**config.mk**
```make
export PLATFORM = sky130hd
export DESIGN_NAME = skin_bbox_flat
export DESIGN_NICKNAME = d
export VERILOG_FILES = /design/src/rtl/skin_bbox_if.sv /design/src/rtl/skin_bbox.sv /design/src/flat_wrapper.sv
export SDC_FILE = /design/constraint.sdc
export NUM_CORES = 1
export LEC_CHECK = 0
export BUFFER_PORTS_ARGS = -buffer_cell sky130_fd_sc_hd__buf_2
export CAP_MARGIN = 20
export CORE_ASPECT_RATIO = 1.2
export CORE_UTILIZATION = 60
export DETAILED_ROUTE_END_ITERATION = 10
export PLACE_DENSITY_LB_ADDON = 0.25
export SETUP_SLACK_MARGIN = 0.3
export SLEW_MARGIN = 20
export SYNTH_ARGS = -nofsm -noshare
export SYNTH_HDL_FRONTEND = slang
export SYNTH_SLANG_ARGS = --single-unit
```
**constraint.sdc**
```tcl
create_clock -name clk -period 14.1 [get_ports clk]
set_clock_uncertainty 0.05 [all_clocks]
set_input_delay 3.525 -clock clk [delete_from_list [all_inputs] [get_ports clk]]
set_output_delay 3.525 -clock clk [all_outputs]
set_load 0.1 [all_outputs]
```
**src/rtl/skin_bbox_if.sv**
```systemverilog
// rtl/skin_bbox_if.sv - mask stream in / bounding-box result out bundle for skin_bbox
//
// Purpose : groups the skin-mask input stream and the per-frame result bus
//           into one interface so the block connects with a single port.
// Signals : data_in_valid  mask pixel present this cycle
//           frame_start    current valid pixel is pixel (0,0) of a new frame
//           mask_in        1 = skin pixel
//           x_min, x_max   bounding-box columns of last completed frame (12b)
//           y_min, y_max   bounding-box rows of last completed frame (12b)
//           pixel_count    skin pixels in last completed frame (24b)
//           bbox_found     last completed frame contained a detection
//           bbox_valid     one-cycle pulse: result outputs just updated
// Modports: master = mask source / result consumer, slave = skin_bbox
interface skin_bbox_if;
  logic        data_in_valid;
  logic        frame_start;
  logic        mask_in;
  logic [11:0] x_min;
  logic [11:0] x_max;
  logic [11:0] y_min;
  logic [11:0] y_max;
  logic [23:0] pixel_count;
  logic        bbox_found;
  logic        bbox_valid;

  modport master (
    output data_in_valid, frame_start, mask_in,
    input  x_min, x_max, y_min, y_max, pixel_count, bbox_found, bbox_valid
  );

  modport slave (
    input  data_in_valid, frame_start, mask_in,
    output x_min, x_max, y_min, y_max, pixel_count, bbox_found, bbox_valid
  );
endinterface

```
**src/rtl/skin_bbox.sv**
```systemverilog
// rtl/skin_bbox.sv - per-frame bounding box and pixel count of a binary skin mask
//
// Purpose : accumulates, over one raster-order frame of valid-qualified mask
//           pixels, the min/max column and row of all skin pixels and their
//           count, and publishes one registered result per completed frame.
//           Results hold until the next frame completes.
// Ports   : clk  - pipeline clock
//           rst  - asynchronous, active-high reset
//           bus  - skin_bbox_if.slave (mask stream in, result bus out)
// Params  : IMG_WIDTH (2..4095), IMG_HEIGHT (2..4095), MIN_PIXELS
// Config  : SKIN_BBOX_NOISE_FILTER_EN - when defined, a frame counts as a
//           detection only if its skin-pixel count reaches MIN_PIXELS;
//           otherwise the coordinates publish as 0. When undefined, any
//           skin pixel is a detection and MIN_PIXELS is not used.
module skin_bbox #(
  parameter int IMG_WIDTH  = 640,
  parameter int IMG_HEIGHT = 480,
  parameter int MIN_PIXELS = 16
) (
  input  logic         clk,
  input  logic         rst,
  skin_bbox_if.slave   bus
);

  if (IMG_WIDTH < 2 || IMG_WIDTH > 4095 || IMG_HEIGHT < 2 || IMG_HEIGHT > 4095 ||
      MIN_PIXELS < 0) begin : g_bad_cfg
    $error("skin_bbox: parameter out of range");
  end

  localparam logic [11:0] P_X_LAST = 12'(IMG_WIDTH - 1);
  localparam logic [11:0] P_Y_LAST = 12'(IMG_HEIGHT - 1);
  localparam logic [23:0] P_CNT_MAX = 24'hFF_FFFF;

  typedef enum logic [1:0] {
    S_IDLE   = 2'd0,
    S_ACTIVE = 2'd1,
    S_DONE   = 2'd2
  } state_t;

  state_t      r_state;
  state_t      w_state_nxt;

  // raster position of the next pixel to be accumulated
  logic [11:0] r_x;
  logic [11:0] r_y;

  // running accumulators of the frame in progress
  logic        r_acc_any;
  logic [11:0] r_acc_xmin;
  logic [11:0] r_acc_xmax;
  logic [11:0] r_acc_ymin;
  logic [11:0] r_acc_ymax;
  logic [23:0] r_acc_count;

  // published result of the last completed frame
  logic [11:0] r_x_min;
  logic [11:0] r_x_max;
  logic [11:0] r_y_min;
  logic [11:0] r_y_max;
  logic [23:0] r_pixel_count;
  logic        r_bbox_found;
  logic        r_bbox_valid;

  logic        w_first_pix;
  logic        w_pix_last;
  logic        w_start;
  logic        w_accum;
  logic        w_publish;
  logic        w_found;

  // frame_start only means something on a valid pixel
  assign w_first_pix = bus.data_in_valid & bus.frame_start;
  assign w_pix_last  = (r_x == P_X_LAST) && (r_y == P_Y_LAST);

  // ---------------------------------------------------------------------
  // FSM: state register
  // ---------------------------------------------------------------------
  always_ff @(posedge clk or posedge rst) begin
    if (rst) begin
      r_state <= S_IDLE;
    end else begin
      r_state <= w_state_nxt;
    end
  end

  // ---------------------------------------------------------------------
  // FSM: next-state logic
  // ---------------------------------------------------------------------
  always_comb begin
    w_state_nxt = r_state;
    case (r_state)
      S_IDLE: begin
        if (w_first_pix) w_state_nxt = S_ACTIVE;
      end
      S_ACTIVE: begin
        // a new frame_start aborts the frame in progress and restarts it
        if (w_first_pix) begin
          w_state_nxt = S_ACTIVE;
        end else if (bus.data_in_valid && w_pix_last) begin
          w_state_nxt = S_DONE;
        end
      end
      S_DONE: begin
        // DONE lasts one cycle; a frame may start in that very cycle
        w_state_nxt = w_first_pix ? S_ACTIVE : S_IDLE;
      end
      default: w_state_nxt = S_IDLE;
    endcase
  end

  // ---------------------------------------------------------------------
  // FSM: output decode
  // ---------------------------------------------------------------------
  always_comb begin
    w_start   = 1'b0;
    w_accum   = 1'b0;
    w_publish = 1'b0;
    case (r_state)
      S_IDLE: begin
        w_start = w_first_pix;
      end
      S_ACTIVE: begin
        w_start = w_first_pix;
        w_accum = bus.data_in_valid & ~bus.frame_start;
      end
      S_DONE: begin
        w_start   = w_first_pix;
        w_publish = 1'b1;
      end
      default: begin
        w_start = 1'b0;
      end
    endcase
  end

  // ---------------------------------------------------------------------
  // Raster position counters
  // ---------------------------------------------------------------------
  always_ff @(posedge clk or posedge rst) begin
    if (rst) begin
      r_x <= 12'd0;
      r_y <= 12'd0;
    end else if (w_start) begin
      // the start pixel itself is (0,0); IMG_WIDTH >= 2 so next is (1,0)
      r_x <= 12'd1;
      r_y <= 12'd0;
    end else if (w_accum) begin
      if (r_x == P_X_LAST) begin
        r_x <= 12'd0;
        r_y <= w_pix_last ? 12'd0 : r_y + 12'd1;
      end else begin
        r_x <= r_x + 12'd1;
      end
    end
  end

  // ---------------------------------------------------------------------
  // Bounding-box and count accumulators
  // ---------------------------------------------------------------------
  always_ff @(posedge clk or posedge rst) begin
    if (rst) begin
      r_acc_any   <= 1'b0;
      r_acc_xmin  <= 12'd0;
      r_acc_xmax  <= 12'd0;
      r_acc_ymin  <= 12'd0;
      r_acc_ymax  <= 12'd0;
      r_acc_count <= 24'd0;
    end else if (w_start) begin
      // start pixel sits at (0,0), so zero coordinates are right either way
      r_acc_any   <= bus.mask_in;
      r_acc_xmin  <= 12'd0;
      r_acc_xmax  <= 12'd0;
      r_acc_ymin  <= 12'd0;
      r_acc_ymax  <= 12'd0;
      r_acc_count <= {23'd0, bus.mask_in};
    end else if (w_accum && bus.mask_in) begin
      r_acc_any <= 1'b1;
      if (!r_acc_any) begin
        r_acc_xmin <= r_x;
        r_acc_xmax <= r_x;
        r_acc_ymin <= r_y;
        r_acc_ymax <= r_y;
      end else begin
        if (r_x < r_acc_xmin) r_acc_xmin <= r_x;
        if (r_x > r_acc_xmax) r_acc_xmax <= r_x;
        if (r_y < r_acc_ymin) r_acc_ymin <= r_y;
        if (r_y > r_acc_ymax) r_acc_ymax <= r_y;
      end
      if (r_acc_count != P_CNT_MAX) r_acc_count <= r_acc_count + 24'd1;
    end
  end

  // ---------------------------------------------------------------------
  // Detection decision
  // ---------------------------------------------------------------------
`ifdef SKIN_BBOX_NOISE_FILTER_EN
  localparam logic [23:0] P_MIN_CNT = 24'(MIN_PIXELS);
  assign w_found = (r_acc_count >= P_MIN_CNT);
`else
  assign w_found = r_acc_any;
`endif

  // ---------------------------------------------------------------------
  // Published result; loads in the DONE cycle, otherwise holds
  // ---------------------------------------------------------------------
  always_ff @(posedge clk or posedge rst) begin
    if (rst) begin
      r_x_min       <= 12'd0;
      r_x_max       <= 12'd0;
      r_y_min       <= 12'd0;
      r_y_max       <= 12'd0;
      r_pixel_count <= 24'd0;
      r_bbox_found  <= 1'b0;
      r_bbox_valid  <= 1'b0;
    end else begin
      r_bbox_valid <= w_publish;
      if (w_publish) begin
        r_pixel_count <= r_acc_count;
        r_bbox_found  <= w_found;
        // a rejected (or empty) frame reports a zero box
        r_x_min <= w_found ? r_acc_xmin : 12'd0;
        r_x_max <= w_found ? r_acc_xmax : 12'd0;
        r_y_min <= w_found ? r_acc_ymin : 12'd0;
        r_y_max <= w_found ? r_acc_ymax : 12'd0;
      end
    end
  end

  assign bus.x_min       = r_x_min;
  assign bus.x_max       = r_x_max;
  assign bus.y_min       = r_y_min;
  assign bus.y_max       = r_y_max;
  assign bus.pixel_count = r_pixel_count;
  assign bus.bbox_found  = r_bbox_found;
  assign bus.bbox_valid  = r_bbox_valid;

endmodule
```
**src/flat_wrapper.sv**
```systemverilog
// flat-port wrapper written by rule: the top's interface ports become plain ports
module skin_bbox_flat 
#(
  parameter int IMG_WIDTH  = 640,
  parameter int IMG_HEIGHT = 480,
  parameter int MIN_PIXELS = 16
)
  (clk, rst, bus_data_in_valid, bus_frame_start, bus_mask_in, bus_x_min, bus_x_max, bus_y_min, bus_y_max, bus_pixel_count, bus_bbox_found, bus_bbox_valid);
  skin_bbox_if bus_i ();
  input  logic clk;
  input  logic rst;
  input wire logic [$bits(bus_i.data_in_valid)-1:0] bus_data_in_valid;
  input wire logic [$bits(bus_i.frame_start)-1:0] bus_frame_start;
  input wire logic [$bits(bus_i.mask_in)-1:0] bus_mask_in;
  output wire logic [$bits(bus_i.x_min)-1:0] bus_x_min;
  output wire logic [$bits(bus_i.x_max)-1:0] bus_x_max;
  output wire logic [$bits(bus_i.y_min)-1:0] bus_y_min;
  output wire logic [$bits(bus_i.y_max)-1:0] bus_y_max;
  output wire logic [$bits(bus_i.pixel_count)-1:0] bus_pixel_count;
  output wire logic [$bits(bus_i.bbox_found)-1:0] bus_bbox_found;
  output wire logic [$bits(bus_i.bbox_valid)-1:0] bus_bbox_valid;
  assign bus_i.data_in_valid = bus_data_in_valid;
  assign bus_i.frame_start = bus_frame_start;
  assign bus_i.mask_in = bus_mask_in;
  assign bus_x_min = bus_i.x_min;
  assign bus_x_max = bus_i.x_max;
  assign bus_y_min = bus_i.y_min;
  assign bus_y_max = bus_i.y_max;
  assign bus_pixel_count = bus_i.pixel_count;
  assign bus_bbox_found = bus_i.bbox_found;
  assign bus_bbox_valid = bus_i.bbox_valid;
  skin_bbox #(.IMG_WIDTH(IMG_WIDTH), .IMG_HEIGHT(IMG_HEIGHT), .MIN_PIXELS(MIN_PIXELS)) u_core (.clk(clk), .rst(rst), .bus(bus_i));
endmodule
```
After elaboration in Yosys (flattened, before gate mapping). Cells that the tools add are included.

Register bits: 173. Input port bits: 5. Output and inout port bits: 74. Word-level logic and storage cells: 93.

$add $sub $neg: 3. Magnitude comparators: 4. Equal/unequal tests: 11. Multiplexer cells: 40. Bitwise operators: 3. Reductions and logical operators: 16.

Operators with widths (number): 2-to-1 mux 12 bit (27); 2-to-1 mux 24 bit (3); adder 12 x 1 -> 12 bit (second input constant) (2); adder 24 x 1 -> 24 bit (second input constant) (1); > comparator 12 bit (2); < comparator 12 bit (2); != test 24 bit (second input constant) (1); AND reduction 2 bit (7); == test 12 x 10 -> 1 bit (second input constant) (1); == test 12 x 9 -> 1 bit (second input constant) (1); != test 3 bit (second input constant) (4); nonzero test 2 bit (4); 2-to-1 mux 1 bit (6); 2-to-1 mux 2 bit (3); one-hot mux 2 bit (3 select lines) (1); logical AND 1 bit (3); != test 3 x 1 -> 1 bit (second input constant) (1); OR reduction 3 bit (1); bitwise AND 1 bit (2); == test 2 x 1 -> 1 bit (second input constant) (1); == test 2 bit (second input constant) (1); zero test 2 bit (1); != test 2 x 1 -> 1 bit (second input constant) (1); inverter 1 bit (1).

Depth between registers and ports, before layout. Gate-level depths: netlist (run 1).

Depth after elaboration: 6. Mapped depth: 9. Gate-level depth less buffers: 7.

Worst setup path after synthesis (run 1). OpenSTA, ideal clock, no wires.

Kind: input port to flip-flop. From: input bus_frame_start. To: register u_core.r_acc_count[22]. Setup time: 78 ps. Data arrival time: 5000 ps. Data required time: 13972 ps. Setup slack: 8972 ps. Stages: 7. Path buffers: 2. Path through: buf_2 -> a21o_1 -> or3b_1 -> buf_2 -> or3_1 -> or3_1 -> a21oi_1.

Word-level cells in the longest chain between the ends: 6. Elaborated cells on any way between the ends: 10. Those cells by class: mux: 3; bitwise: 3; reduce/logical: 4.

RTL lines: start: declaration (line flat_wrapper.sv:13) `input wire logic [$bits(bus_i.frame_start)-1:0] bus_frame_start;`; inverter 1 bit (line skin_bbox.sv:124) `w_accum = bus.data_in_valid & ~bus.frame_start;`; bitwise AND 1 bit (line skin_bbox.sv:124); 2-to-1 mux 1 bit (line skin_bbox.sv:118) `case (r_state)`; logical AND 1 bit (line skin_bbox.sv:176) `end else if (w_accum && bus.mask_in) begin`; nonzero test 2 bit (no line); AND reduction 2 bit (no line); end signal: assignment (line skin_bbox.sv:175) `r_acc_count <= {23'd0, bus.mask_in};`; end signal: assignment (line skin_bbox.sv:189) `if (r_acc_count != P_CNT_MAX) r_acc_count <= r_acc_count + 24'd1;`; end: declaration (line skin_bbox.sv:53) `logic [23:0] r_acc_count;`.

Several ways; a longest one is shown, not always the timed one. A chain may end at the register's enable or synchronous reset.

Worst setup path in the final report (run 1).
From: input bus_data_in_valid. To: register u_core.r_acc_ymin[4].

Word-level cells in the longest chain between the ends: 5. Elaborated cells on any way between the ends: 9. Those cells by class: eq/ne: 1; mux: 3; bitwise: 2; reduce/logical: 3.

RTL lines: start: declaration (line flat_wrapper.sv:12) `input wire logic [$bits(bus_i.data_in_valid)-1:0] bus_data_in_valid;`; bitwise AND 1 bit (line skin_bbox.sv:124); 2-to-1 mux 1 bit (line skin_bbox.sv:118); logical AND 1 bit (line skin_bbox.sv:176); nonzero test 2 bit (no line); AND reduction 2 bit (no line); end signal: assignment (line skin_bbox.sv:181) `r_acc_ymin <= r_y;`; end signal: assignment (line skin_bbox.sv:186) `if (r_y < r_acc_ymin) r_acc_ymin <= r_y;`; end: declaration (line skin_bbox.sv:51) `logic [11:0] r_acc_ymin;`.

Several ways; a longest one is shown, not always the timed one.

==> results of run 1 <==
cells by family after synthesis:
| group | after synthesis |
|---|---|
| xor+xnor | 16 |
| buf+inv | 128 |
| flops | 173 |
| fa+ha+maj | 49 |
| mux | 16 |
| compound gates | 193 |
| simple gates | 491 |
registers in the layout, summed over array words and instances (netlist names):
register / cells
u_core.bus.bbox_found: 1
u_core.bus.bbox_valid: 1
u_core.bus.pixel_count: 24
u_core.bus.x_max: 12
u_core.bus.x_min: 12
u_core.bus.y_max: 12
u_core.bus.y_min: 12
u_core.r_acc_any: 1
u_core.r_acc_count: 24
u_core.r_acc_xmax: 12
u_core.r_acc_xmin: 12
u_core.r_acc_ymax: 12
u_core.r_acc_ymin: 12
u_core.r_state: 2
u_core.r_x: 12
u_core.r_y: 12
metal layers:
| layer | part of all wire (%) | track usage [%] | vias to the layer above | wire (um) |
|---|---|---|---|---|
| met5 | 0 | 0 | - | 0 |
| met4 | 3.0 | 11.9 | 0 | 685 |
| met3 | 5.0 | 4.20 | 56 | 1150 |
| met2 | 48 | 48.8 | 303 | 11100 |
| met1 | 44 | 42.3 | 3910 | 10100 |
| li1 | - | - | 3866 | - |
power by group:
group          total (mW)  leakage (nW)  switching [mW]  internal, mW
Clock               0.434         0.248           0.202         0.232
Sequential          0.638          2.36          0.0817         0.556
Combinational       0.422          2.47           0.268         0.154
area by class of cell:
cell class / count / area, um2
timing repair buffer: 91 / 488
sequential: 173 / 4330
clock buffer: 21 / 450
multi-input combinational: 765 / 4560
tap: 204 / 255
inverter: 62 / 239
clock inverter: 10 / 82.6
fill: 1228 / 4740
worst paths after layout:
check	startpoint	cells after the start	slack (ps)	endpoint
min	u_core.bus.x_max[9]	2	410	u_core.bus.x_max[9]
max	bus_data_in_valid	6	8230	u_core.r_acc_ymin[4]
min reg2reg	u_core.bus.x_max[9]	2	410	u_core.bus.x_max[9]
max reg2reg	u_core.r_state[0]	5	10960	u_core.r_acc_ymin[4]
min in group asynchronous	rst	2	3230	u_core.r_acc_xmin[10]
max in group asynchronous	rst	3	9270	u_core.r_acc_ymax[6]
critical path, cell delays in order:
cell      delay (ps)
buf_2            130
a21boi_1         450
nand2_1          640
a21oi_1         1050
a222oi_1         230
nand3_1          150
through the flow:
step / area (um2) / setup WS (ps)
3_5_place_dp: 9870 / 7890
2_1_floorplan: 9370 / 5840
4_1_cts: 10400 / 8340
6_report: 10400 / 8230
3_3_place_gp: 9870 / 8050
5_1_grt: 10400 / 8000
layout by cell type (no fill, tap or decap), types with 15 or more instances in the layout:
master / Yosys / final
a21oi_1: 50 / 50
a32oi_1: 24 / 24
and2_1: 24 / 24
buf_2: 6 / 78
clkbuf_16: 0 / 17
dfrtp_1: 173 / 173
ha_1: 49 / 49
inv_1: 62 / 60
nand2_1: 230 / 230
nand3_1: 79 / 79
nand4_1: 18 / 18
nor2_1: 52 / 51
o21ai_0: 49 / 48
o31ai_1: 20 / 19
or4_1: 16 / 16
xnor2_1: 15 / 15
==> flow_summary.json, run 1 <==
{
  "status": "completed",
  "synthTopCellsByCount": "nand2_1 (230), dfrtp_1 (173), nand3_1 (79), inv_1 (62), clkbuf_1 (53)",
  "synth_edf_count": 0,
  "h-tree-depth": 4,
  "grt_pass1_wl_mm": 38.6,
  "p_per_area_mw_per_mm2": 144,
  "min_period_over_period_pct": 41.6,
  "clk_pin_slew_ps": 70,
  "start_util_pct": 61.9,
  "postCtsSetupBuffers": 0,
  "yosys_warnings": 0,
  "synth_top_area_cell": "dfrtp_1",
  "overflow": 0,
  "stdcell_count": 1326,
  "setup_viol": 0,
  "critPathRequiredTime_ps": 14420,
  "min_period_ps": 5870,
  "drv_slew": 0,
  "cts-root-buf": "clkbuf_16",
  "chipWidth_um": 116,
  "syn-num-nets": 1120,
  "wl_per_cell_um": 17.4,
  "synth.avg_cell_area_um2": 8.79,
  "final-hold-violation-count": 0,
  "ys_top_cells_by_area": "dfrtp_1 (46%), nand2_1 (9.2%), ha_1 (6.5%), nand3_1 (4.2%), a21oi_1 (2.7%)",
  "clock_sinks": 173,
  "grt_start_max_net_pins": 98,
  "clk_latency_ps": 430,
  "finalWirelength_mm": 23.0,
  "synthAdderAreaFrac_pct": 6.54,
  "syn2layout_area_growth_pct": 11.0,
  "viasPerCell": 6.13,
  "num-nets-final": 1164,
  "fin_tns_setup_ps": 0,
  "hp-class": "flop to flop",
  "tightest_slew_ps": 1060,
  "numPlacedInstances": 1295,
  "drive_above_1_share_pct": 13.2,
  "synth-simple-area-share_pct": 24.9,
  "coreArea_mm2": 0.0151,
  "fmax_mhz": 170,
  "io_pins": 79,
  "arrival_ps": 6190,
  "cp_max_fo": 29,
  "maxCapViolCount": 0,
  "yosysMostFrequentCell": "nand2_1",
  "ys_seq_area_share_pct": 46.2,
  "power.total_mw": 1.49,
  "dr.pass1.iters": 6,
  "dieArea_mm2": 0.0161,
  "drc": 0,
  "synth_compound_area_share_pct": 13.7,
  "synthMuxAreaShare_pct": 1.88,
  "cp-end-kind": "flop",
  "gp_congestion": 0.869,
  "synth_top_family_by_area": "simple AND/OR/NAND/NOR gates",
  "ys_seq_elements": 173,
  "numCtsBuffers": 17,
  "die_y_um": 139,
  "ant_nets": 0,
  "synthCells": 1066,
  "dr.first_iter.drc_count": 807,
  "place.port_buffers": 78,
  "synth_cell_types": 58,
  "synth_ff_type": "dfrtp_1",
  "synthArstFlopShare_pct": 100,
  "diodes": 0,
  "vias": 8135,
  "grtUsageTotal_pct": 30.6,
  "grt_setup_unrepaired": "false",
  "core.rowCount": 49,
  "yosys.area_share.xor_xnor_pct": 1.50,
  "grt_pass1_vias": 7636,
  "cts_resized": 0,
  "start_kind": "input pin",
  "cts_tree": "built",
  "hold_slack_ps": 410,
  "ctsHoldBuffers": 0,
  "slew_headroom_pct": 29.0,
  "crit_type": "input pin to flop",
  "postLayoutCoreUtil_pct": 68.7,
  "clock_path_buffers": 2,
  "ir_drop_mv": 0.0827,
  "hpwl_mm": 15.4,
  "netlist_area_mm2": 0.00937,
  "antenna_found_initial": 0,
  "netlist.area_leader.share_pct": 46.2,
  "power.leakage_nw": 5.08
}
(Power assumes the default switching activity.)
==> inputs of run 2 (changes only) <==
--- a/config.mk
+++ b/config.mk
@@ -8,7 +8,7 @@
 export BUFFER_PORTS_ARGS = -buffer_cell sky130_fd_sc_hd__buf_2
 export CAP_MARGIN = 20
 export CORE_ASPECT_RATIO = 1.2
-export CORE_UTILIZATION = 60
+export CORE_UTILIZATION = 55
 export DETAILED_ROUTE_END_ITERATION = 10
 export PLACE_DENSITY_LB_ADDON = 0.25
 export SETUP_SLACK_MARGIN = 0.3
==> constraint.sdc (replaced) <==
create_clock -name clk -period 5.2 [get_ports clk]
set_clock_uncertainty 0.05 [all_clocks]
set_input_delay 1.3 -clock clk [delete_from_list [all_inputs] [get_ports clk]]
set_output_delay 1.3 -clock clk [all_outputs]
set_load 0.1 [all_outputs]
==> run 2 against run 1 <==
Global-route usage down 3.1 points. Setup slack worse by 6600 ps. Register-to-register slack worse by 8800 ps. Sequential share of layout area down 0.44 points. Power rose to 2.8 times the previous value. First-iteration DRC count down 0.12%. Critical path depth unchanged. Combinational power rose to 2.7 times the previous value. Critical endpoint is now u_core.r_acc_ymin[8].
==> flow_summary.json, run 2 (same netlist as run 1, synthesis figures left out) <==
{
  "place.port_buffers": 78,
  "final-hold-violation-count": 0,
  "core.rowCount": 51,
  "ant_nets": 0,
  "grtUsageTotal_pct": 27.5,
  "start_kind": "input pin",
  "chipWidth_um": 121,
  "min_period_ps": 3610,
  "whs_path_depth": 2,
  "drv_slew": 0,
  "antenna_found_initial": 2,
  "ir_drop_mv": 0.277,
  "vias": 8087,
  "fin_tns_setup_ps": 0,
  "worst-path-stages": 6,
  "path_buf_inv": 1,
  "clock_path_buffers": 2,
  "cts_tree": "built",
  "start_util_pct": 56.9,
  "drc": 0,
  "reg2reg_depth": 5,
  "gp_congestion": 0.870,
  "p_per_area_mw_per_mm2": 403,
  "postLayoutCoreUtil_pct": 63.8,
  "ctsHoldBuffers": 0,
  "drive_above_1_share_pct": 13.3,
  "status": "completed",
  "finalWirelength_mm": 23.5,
  "min_period_over_period_pct": 69.5,
  "cts_resized": 0,
  "mostFrequentLayoutCell": "nand2_1",
  "grt_setup_unrepaired": "false",
  "io_pins": 79,
  "grt_start_max_net_pins": 174,
  "slew_headroom_pct": 29.9,
  "dieArea_mm2": 0.0176,
  "mostFrequentLayoutCells": "nand2_1 (230), dfrtp_1 (173), nand3_1 (79)",
  "cpMaxStageDelayCell": "a21oi_1",
  "fill_cells": 1391,
  "grt_pass1_vias": 7567,
  "dr.pass1.iters": 5,
  "numCtsBuffers": 17,
  "clk_latency_ps": 430,
  "cp_max_fo": 29,
  "critical_path.max_stage_delay_ps": 1050,
  "tightest_slew_ps": 1050,
  "die_y_um": 145,
  "clock_sinks": 173,
  "crit_type": "input pin to flop",
  "arrival_ps": 3920,
  "clk_pin_slew_ps": 70,
  "cp-end-kind": "flop",
  "hp-class": "flop to flop",
  "overflow": 0,
  "dr.first_iter.drc_count": 806,
  "crit_path_cell_trace": "buf_2 > a21boi_1 > nand2_1 > a21oi_1 > a222oi_1 > nand3_1",
  "path_delay_family": "compound AO/OA/AOI/OAI gates",
  "syn2layout_area_growth_pct": 12.2,
  "num-nets-final": 1164,
  "critPathRequiredTime_ps": 5510,
  "postCtsSetupBuffers": 0,
  "coreArea_mm2": 0.0165,
  "viasPerCell": 6.05,
  "fmax_mhz": 277,
  "wl_per_cell_um": 17.6,
  "h-tree-depth": 4,
  "maxCapViolCount": 0,
  "power.leakage_nw": 5.12,
  "hpwl_mm": 15.5,
  "cts-root-buf": "clkbuf_16",
  "setup_viol": 0,
  "grt_pass1_wl_mm": 38.3
}
-- run 2: final timing paths --
check,startpoint,endpoint,slack [ps]
hold / removal,u_core.bus.x_max[1],u_core.bus.x_max[1],410
setup reg to reg,u_core.r_state[0],u_core.r_acc_ymin[8],2130
setup / recovery,bus_data_in_valid,u_core.r_acc_ymin[8],1590
min in group asynchronous,rst,u_core.r_acc_xmax[1],1000
hold reg to reg,u_core.bus.x_max[1],u_core.bus.x_max[1],410
max in group asynchronous,rst,u_core.r_acc_ymin[8],3270
-- run 2: stage by stage --
stage / hold WS, ps / worst slack [ps] / power, mW / instance area [um2] / instances
finish: 408 / 1590 / 4.23 / 10500 / 1336
floorplan: 420 / 1640 / 2.56 / 9370 / 1066
detailed placement: 400 / 1240 / 2.86 / 9890 / 1303
global placement: 393 / 1360 / 2.82 / 9890 / 1303
CTS: 415 / 1640 / 4.22 / 10500 / 1334
global route: 438 / 1330 / 4.43 / 10500 / 1335
-- run 2: cell type report --
| type | count | area [um2] | share of cell area, % |
|---|---|---|---|
| repair buffers | 91 | 500 | 4.76 |
| inverters | 62 | 238 | 2.26 |
| well taps | 212 | 265 | 2.52 |
| flip-flops and latches | 173 | 4330 | 41.2 |
| diodes | 2 | 5.00 | 0.0476 |
| clock inverters | 12 | 185 | 1.76 |
| multi-input cells | 765 | 4560 | 43.3 |
| clock buffers | 19 | 433 | 4.12 |
-- run 2: power breakdown --
group,switching (mW),internal [mW],leakage [nW]
Combinational,0.727,0.421,2.47
Sequential,0.214,1.51,2.36
Clock,0.555,0.809,0.292
Total,1.50,2.74,5.12
-- run 2: worst reg2reg max path, stage by stage (launching register included) --
cell and delay (ps):
dfrtp_1 480, a21boi_1 420, nand2_1 630, a21oi_1 1050
a222oi_1 240, nand3_1 160
-- run 2: routing by layer --
layer | vias up | track usage [%] | wire length [um]
met4 | 0 | 9.75 | 499
met2 | 264 | 43.2 | 10900
li1 | 3854 | - | -
met3 | 39 | 3.93 | 1200
met5 | - | 0 | 0
met1 | 3930 | 38.8 | 10800
